===== src/rtl/memory_access_pkg.sv =====
// rtl/memory_access_pkg.sv - shared opcode, funct3, exception and FSM definitions for memory_access
package memory_access_pkg;

    localparam logic [4:0] OP_LOAD      = 5'b00000;
    localparam logic [4:0] OP_STORE     = 5'b01000;
    localparam logic [4:0] OP_IMM_ARITH = 5'b00100;
    localparam logic [4:0] OP_ARITH     = 5'b01100;
    localparam logic [4:0] OP_LUI       = 5'b01101;
    localparam logic [4:0] OP_AUIPC     = 5'b00101;
    localparam logic [4:0] OP_JAL       = 5'b11011;
    localparam logic [4:0] OP_JALR      = 5'b11001;

    localparam logic [2:0] F3_LB  = 3'b000;
    localparam logic [2:0] F3_LH  = 3'b001;
    localparam logic [2:0] F3_LW  = 3'b010;
    localparam logic [2:0] F3_LBU = 3'b100;
    localparam logic [2:0] F3_LHU = 3'b101;
    localparam logic [2:0] F3_SB  = 3'b000;
    localparam logic [2:0] F3_SH  = 3'b001;
    localparam logic [2:0] F3_SW  = 3'b010;

    localparam logic [3:0] EX_LOAD_MISALIGNED  = 4'd4;
    localparam logic [3:0] EX_STORE_MISALIGNED = 4'd6;

    typedef enum logic [1:0] {
        ST_IDLE     = 2'd0,
        ST_REQ      = 2'd1,
        ST_WAIT_RSP = 2'd2
    } state_t;

    typedef enum logic [1:0] {
        SZ_BYTE = 2'd0,
        SZ_HALF = 2'd1,
        SZ_WORD = 2'd2
    } mem_size_t;

    // Any funct3 that is not a byte or half encoding is treated as a word access.
    function automatic mem_size_t access_size(input logic [2:0] funct);
        case (funct)
            F3_LB, F3_LBU: access_size = SZ_BYTE;
            F3_LH, F3_LHU: access_size = SZ_HALF;
            default:       access_size = SZ_WORD;
        endcase
    endfunction

    function automatic logic writes_rd(input logic [4:0] opcode);
        writes_rd = (opcode == OP_ARITH) || (opcode == OP_IMM_ARITH) ||
                    (opcode == OP_LUI)   || (opcode == OP_AUIPC)     ||
                    (opcode == OP_JAL)   || (opcode == OP_JALR);
    endfunction

    function automatic logic [1:0] natural_lo(input logic [1:0] lo, input mem_size_t size);
        case (size)
            SZ_HALF: natural_lo = {lo[1], 1'b0};
            SZ_WORD: natural_lo = 2'b00;
            default: natural_lo = lo;
        endcase
    endfunction

    function automatic logic is_misaligned(input logic [1:0] lo, input mem_size_t size);
        case (size)
            SZ_HALF: is_misaligned = lo[0];
            SZ_WORD: is_misaligned = (lo != 2'b00);
            default: is_misaligned = 1'b0;
        endcase
    endfunction

endpackage


===== src/rtl/memory_access_mem_lane_align.sv =====
// rtl/memory_access_mem_lane_align.sv - byte-enable/store-replication and load lane extraction/extension
module mem_lane_align
    import memory_access_pkg::*;
(
    input  logic [2:0]  funct,
    input  logic [1:0]  addr_lo,
    input  logic [31:0] store_data,
    input  logic [31:0] load_word,
    output logic [3:0]  be,
    output logic [31:0] wdata,
    output logic [31:0] load_data
);

    mem_size_t   size;
    logic [31:0] shifted;

    always_comb begin
        size      = access_size(funct);
        shifted   = load_word >> {addr_lo, 3'b000};
        be        = 4'hF;
        wdata     = store_data;
        load_data = load_word;
        // funct[2] distinguishes the zero-extending LBU/LHU from LB/LH.
        case (size)
            SZ_BYTE: begin
                be        = 4'b0001 << addr_lo;
                wdata     = {4{store_data[7:0]}};
                load_data = funct[2] ? {24'b0, shifted[7:0]}
                                     : {{24{shifted[7]}}, shifted[7:0]};
            end
            SZ_HALF: begin
                be        = 4'b0011 << addr_lo;
                wdata     = {2{store_data[15:0]}};
                load_data = funct[2] ? {16'b0, shifted[15:0]}
                                     : {{16{shifted[15]}}, shifted[15:0]};
            end
            default: ;
        endcase
    end

endmodule


===== src/rtl/memory_access.sv =====
// rtl/memory_access.sv - memory access pipeline stage; optional MEM_MISALIGN_CHECK_EN traps misaligned accesses
module memory_access
    import memory_access_pkg::*;
#(
    parameter int ADDR_W     = 32,
    parameter int DATA_W     = 32,
    parameter int REG_ADDR_W = 5,
    parameter int EX_W       = 4
) (
    input  logic                  clk,
    input  logic                  reset,
    input  logic                  pipeline_in_valid,
    input  logic [4:0]            opcode_in,
    input  logic [2:0]            funct_in,
    input  logic [DATA_W-1:0]     result_in,
    input  logic [ADDR_W-1:0]     store_addr_in,
    input  logic [REG_ADDR_W-1:0] rd_addr_in,
    input  logic                  nop_instr_in,
    input  logic [EX_W-1:0]       exception_in,
    input  logic                  exception_in_valid,
    output logic                  stall_out,
    output logic                  dmem_req_valid,
    input  logic                  dmem_req_ready,
    output logic                  dmem_we,
    output logic [ADDR_W-1:0]     dmem_addr,
    output logic [3:0]            dmem_be,
    output logic [DATA_W-1:0]     dmem_wdata,
    input  logic                  dmem_rsp_valid,
    input  logic [DATA_W-1:0]     dmem_rdata,
    output logic                  wb_valid,
    output logic                  wb_en,
    output logic [REG_ADDR_W-1:0] wb_rd_addr,
    output logic [DATA_W-1:0]     wb_data,
    output logic [EX_W-1:0]       exception_out,
    output logic                  exception_out_valid
);

    state_t                state, state_next;
    logic [ADDR_W-1:0]     addr_q;
    logic [DATA_W-1:0]     data_q;
    logic [2:0]            funct_q;
    logic [REG_ADDR_W-1:0] rd_q;
    logic                  store_q;

    logic                  latch;
    logic                  acc_store;
    mem_size_t             acc_size;
    logic [ADDR_W-1:0]     acc_raw;
    logic [ADDR_W-1:0]     acc_addr;

    logic                  wb_valid_n, wb_en_n, exc_valid_n;
    logic [REG_ADDR_W-1:0] wb_rd_n;
    logic [DATA_W-1:0]     wb_data_n;
    logic [EX_W-1:0]       exc_n;

    logic [3:0]            lane_be;
    logic [31:0]           lane_wdata;
    logic [31:0]           lane_load;

    mem_lane_align u_lane (
        .funct      (funct_q),
        .addr_lo    (addr_q[1:0]),
        .store_data (data_q),
        .load_word  (dmem_rdata),
        .be         (lane_be),
        .wdata      (lane_wdata),
        .load_data  (lane_load)
    );

    assign stall_out = (state != ST_IDLE);

    // Request fields are driven from latched state only, so they stay stable until ready.
    assign dmem_req_valid = (state == ST_REQ);
    assign dmem_we        = (state == ST_REQ) && store_q;
    assign dmem_addr      = (state == ST_REQ) ? {addr_q[ADDR_W-1:2], 2'b00} : '0;
    assign dmem_be        = (state == ST_REQ) ? lane_be : 4'h0;
    assign dmem_wdata     = (state == ST_REQ) ? lane_wdata : '0;

    always_comb begin
        state_next  = state;
        latch       = 1'b0;
        wb_valid_n  = 1'b0;
        wb_en_n     = 1'b0;
        wb_rd_n     = wb_rd_addr;
        wb_data_n   = wb_data;
        exc_n       = exception_out;
        exc_valid_n = 1'b0;

        acc_store = (opcode_in == OP_STORE);
        acc_size  = access_size(funct_in);
        acc_raw   = acc_store ? store_addr_in : result_in;
        acc_addr  = {acc_raw[ADDR_W-1:2], natural_lo(acc_raw[1:0], acc_size)};

        case (state)
            ST_IDLE: begin
                if (pipeline_in_valid) begin
                    if (!((opcode_in == OP_LOAD) || acc_store) || nop_instr_in || exception_in_valid) begin
                        wb_valid_n  = 1'b1;
                        wb_en_n     = writes_rd(opcode_in) && (rd_addr_in != '0) &&
                                      !nop_instr_in && !exception_in_valid;
                        wb_rd_n     = rd_addr_in;
                        wb_data_n   = result_in;
                        exc_n       = exception_in;
                        exc_valid_n = exception_in_valid;
`ifdef MEM_MISALIGN_CHECK_EN
                    end else if (is_misaligned(acc_raw[1:0], acc_size)) begin
                        wb_valid_n  = 1'b1;
                        wb_rd_n     = rd_addr_in;
                        wb_data_n   = acc_raw;
                        exc_n       = acc_store ? EX_W'(EX_STORE_MISALIGNED)
                                                : EX_W'(EX_LOAD_MISALIGNED);
                        exc_valid_n = 1'b1;
`endif
                    end else begin
                        latch      = 1'b1;
                        state_next = ST_REQ;
                    end
                end
            end
            ST_REQ: begin
                if (dmem_req_ready) begin
                    if (store_q) begin
                        wb_valid_n = 1'b1;
                        wb_rd_n    = rd_q;
                        wb_data_n  = data_q;
                        exc_n      = '0;
                        state_next = ST_IDLE;
                    end else begin
                        state_next = ST_WAIT_RSP;
                    end
                end
            end
            ST_WAIT_RSP: begin
                if (dmem_rsp_valid) begin
                    wb_valid_n = 1'b1;
                    wb_en_n    = (rd_q != '0);
                    wb_rd_n    = rd_q;
                    wb_data_n  = lane_load;
                    exc_n      = '0;
                    state_next = ST_IDLE;
                end
            end
            default: state_next = ST_IDLE;
        endcase
    end

    always_ff @(posedge clk) begin
        if (reset) begin
            state               <= ST_IDLE;
            addr_q              <= '0;
            data_q              <= '0;
            funct_q             <= '0;
            rd_q                <= '0;
            store_q             <= 1'b0;
            wb_valid            <= 1'b0;
            wb_en               <= 1'b0;
            wb_rd_addr          <= '0;
            wb_data             <= '0;
            exception_out       <= '0;
            exception_out_valid <= 1'b0;
        end else begin
            state <= state_next;
            if (latch) begin
                addr_q  <= acc_addr;
                data_q  <= result_in;
                funct_q <= funct_in;
                rd_q    <= rd_addr_in;
                store_q <= acc_store;
            end
            wb_valid            <= wb_valid_n;
            wb_en               <= wb_en_n;
            wb_rd_addr          <= wb_rd_n;
            wb_data             <= wb_data_n;
            exception_out       <= exc_n;
            exception_out_valid <= exc_valid_n;
        end
    end

endmodule


===== config.mk =====
export PLATFORM = sky130hd
export DESIGN_NAME = memory_access
export DESIGN_NICKNAME = d
export VERILOG_FILES = /design/src/rtl/memory_access_pkg.sv /design/src/rtl/memory_access_mem_lane_align.sv /design/src/rtl/memory_access.sv
export SDC_FILE = /design/constraint.sdc
export NUM_CORES = 1
export LEC_CHECK = 0
export ABC_AREA = 1
export CAP_MARGIN = 15
export CORE_MARGIN = 4
export CORE_UTILIZATION = 40
export CTS_CLUSTER_DIAMETER = 50
export DETAILED_ROUTE_END_ITERATION = 8
export HOLD_SLACK_MARGIN = 0.02
export PLACE_DENSITY = 0.8
export SYNTH_ARGS = -nofsm -noshare
export SYNTH_HDL_FRONTEND = slang
export SYNTH_SLANG_ARGS = --single-unit
export TNS_END_PERCENT = 100

===== constraint.sdc =====
create_clock -name clk -period 2.8 [get_ports clk]
set_input_delay 0.7 -clock clk [delete_from_list [all_inputs] [get_ports clk]]
set_output_delay 0.7 -clock clk [all_outputs]
set_load 0.02 [all_outputs]

==> flow_summary.json <==
{
  "final_nets": 1408,
  "fin_crit_sh_pct": 96.4,
  "final-setup-viol-count": 0,
  "cp-end-kind": "primary output",
  "outcome": "finished clean",
  "tightestPinTransition_ns": 0.810,
  "clk_pin_slew_worst_paths_ns": 0.05,
  "leakage_nw": 4.76,
  "vias_per_cell": 5.25,
  "synth-edff-count": 0,
  "num_vias": 7961,
  "tns_ns": 0,
  "clockBufferDepth": 2,
  "drtIter0Drc": 784,
  "rsz0062_at_grt": "no",
  "holdCritPathClass": "reg2reg",
  "drv_cap": 0,
  "grt_overflow": 0,
  "cts-buffers-inserted": 17,
  "grt_max_degree": 62,
  "port_buffers": 232,
  "min_from": "exception_out[0]",
  "clock-sinks": 119,
  "dp_hpwl_um": 19700,
  "gp_congestion": 0.946,
  "fillCellCount": 1637,
  "syn_inst": 1082,
  "maxSlewViolCount": 0,
  "syn_area_um2": 6840,
  "grt_pass1_vias": 7722,
  "synth.area.top_cells": "dfxtp_1 35%, nand2_1 18%, a21oi_1 12%",
  "die_w_um": 139,
  "crit_fanout": 21,
  "dp.cells": 1484,
  "synth_top_area_cell": "dfxtp_1",
  "clock_skew_ns": 0.0140,
  "cts-htree-levels": 4,
  "final_cells": 1517,
  "dpl-instance-area_um2": 9270,
  "layout-drive-gt1-share_pct": 8.64,
  "min_period_ns": 2.70,
  "diodes": 0,
  "yosysMostFrequentCell": "nand2_1",
  "drc": 0,
  "synth_warnings": 0,
  "yosysTopAreaCellShare_pct": 34.8,
  "synth.avg_cell_area_um2": 6.33,
  "clock.fmax_mhz": 370,
  "synthArstFlopShare_pct": 0,
  "hold_path_depth": 2,
  "crit_type": "reg2out",
  "hold_ws_ns": 0.466,
  "dr.pass1.iters": 5,
  "ys_top_cells_by_count": "323 x nand2_1, 169 x a21oi_1, 119 x dfxtp_1, 104 x inv_1, 90 x o21ai_0",
  "finalPower_mw": 6.03,
  "hold_violations": 0,
  "cp.required_ns": 2.10,
  "seq_area_frac_synth_pct": 34.8,
  "area_growth_pct": 43.6,
  "boundaryPins": 235,
  "grtUsageTotal_pct": 27.3,
  "start_kind": "flop",
  "powerDensity_nw_per_um2": 614,
  "num_rows": 47,
  "drtAntennaViolNets": 0,
  "wl_per_cell_um": 17.8,
  "routed_wl_um": 27100,
  "relSlewSlack_pct": 46.0,
  "ff2ff_path_depth": 12,
  "yosysUniqueCellTypes": 38,
  "clockRootBuffer": "clkbuf_16",
  "timing.rr.start": "state[1]",
  "clock_latency_ns": 0.41,
  "regToRegEndpoint": "wb_data[24]",
  "antenna_found_initial": 0,
  "die_h_um": 139,
  "irDropWorstVdd_mv": 0.418,
  "coreArea_um2": 16700,
  "die_area_um2": 19300,
  "crit_arrival_ns": 2.00,
  "postCtsSetupBuffers": 0,
  "ctsHoldBuffers": 0,
  "fin_area_um2": 9830,
  "cts_tree": "built",
  "worstHoldEndpoint": "exception_out[0]",
  "r2r_slack_ns": 0.55,
  "initial_core_util_pct": 41.0,
  "ys_seq_elements": 119,
  "synthFlopType": "dfxtp_1",
  "grt_pass1_wl_um": 42700
}
[power breakdown]
| group | internal, mW | total [mW] | switching, mW |
|---|---|---|---|
| Clock | 1.36 | 2.15 | 0.797 |
| Combinational | 0.795 | 1.92 | 1.12 |
| Sequential | 1.86 | 1.96 | 0.0915 |
[cell type report]
type / instances / area, um2 / area share, %
tap: 220 / 275 / 2.80
clock buffer: 21 / 460 / 4.69
timing repair buffer: 257 / 2490 / 25.4
multi-input combinational: 776 / 3650 / 37.1
clock inverter: 11 / 124 / 1.26
inverter: 113 / 439 / 4.47
sequential: 119 / 2380 / 24.2
[per-layer routing]
| layer | vias up | wire (um) | track usage, % |
|---|---|---|---|
| met2 | 362 | 12200 | 42.6 |
| met4 | 0 | 610 | 8.81 |
| met3 | 41 | 1970 | 4.86 |
| met1 | 3666 | 12300 | 38.2 |
| li1 | 3892 | - | - |
| met5 | - | 0 | 0 |
[registers in the layout, summed over array words and instances, names as in the netlist, 2 cells and up]
| name | cells |
|---|---|
| exception_out | 4 |
| wb_rd_addr | 5 |
| state | 2 |
| addr_q | 32 |
| wb_data | 32 |
| funct_q | 3 |
| data_q | 32 |
| rd_q | 5 |
[through the flow]
stage	worst slack (ns)	utilization [%]
5_1_grt	0.00385	58.8
3_5_place_dp	0.175	55.5
6_report	0.0996	58.8
4_1_cts	0.00494	58.8
3_3_place_gp	0.194	55.5
2_1_floorplan	0.556	-
[worst max path at each step]
| stage | from | to | cells after the start |
|---|---|---|---|
| 2_1_floorplan | state[1] | dmem_wdata[21] | 8 |
| 3_3_place_gp | opcode_in[0] | data_q[23] | 8 |
| 3_5_place_dp | state[1] | dmem_we | 7 |
| 4_1_cts | state[1] | dmem_wdata[6] | 6 |
| 5_1_grt | state[1] | dmem_wdata[21] | 8 |
| 6_report | funct_q[1] | dmem_wdata[30] | 6 |
[layout by cell type, fill, tap and decap left out, drive strengths merged, types with 6 or more instances in the layout]
cell / instances
o21ai: 115
a211oi: 6
nand2: 325
dlygate4sd2: 61
a21oi: 177
dfxtp: 119
o22ai: 10
nand3: 28
or2: 21
clkdlybuf4s50: 164
inv: 114
nor2: 70
clkbuf: 22
buf: 25
nand4: 11
[critical path: stages (launching register included)]
cell and delay, ns:
dfxtp_1 0.36, buf_4 0.19, inv_4 0.21, nand2_4 0.16, o21ai_0 0.25, nor2_1 0.08, dlygate4sd2_1 0.34
[cell families after synthesis]
logic type,count (synthesis),synth area share [%]
fa+ha+maj,4,0.731
other cells,1,0.0548
flops,119,34.8
buf+inv,188,12.0
simple gates,458,28.6
compound gates,312,23.8
[what timing repair did]
action,4_1_cts,5_1_grt
hold endpoints to repair,0,0
setup endpoints to repair,64,6
cloned,1,0
gates resized for setup,66,7
Note: power is estimated with default switching activity, not from simulation.
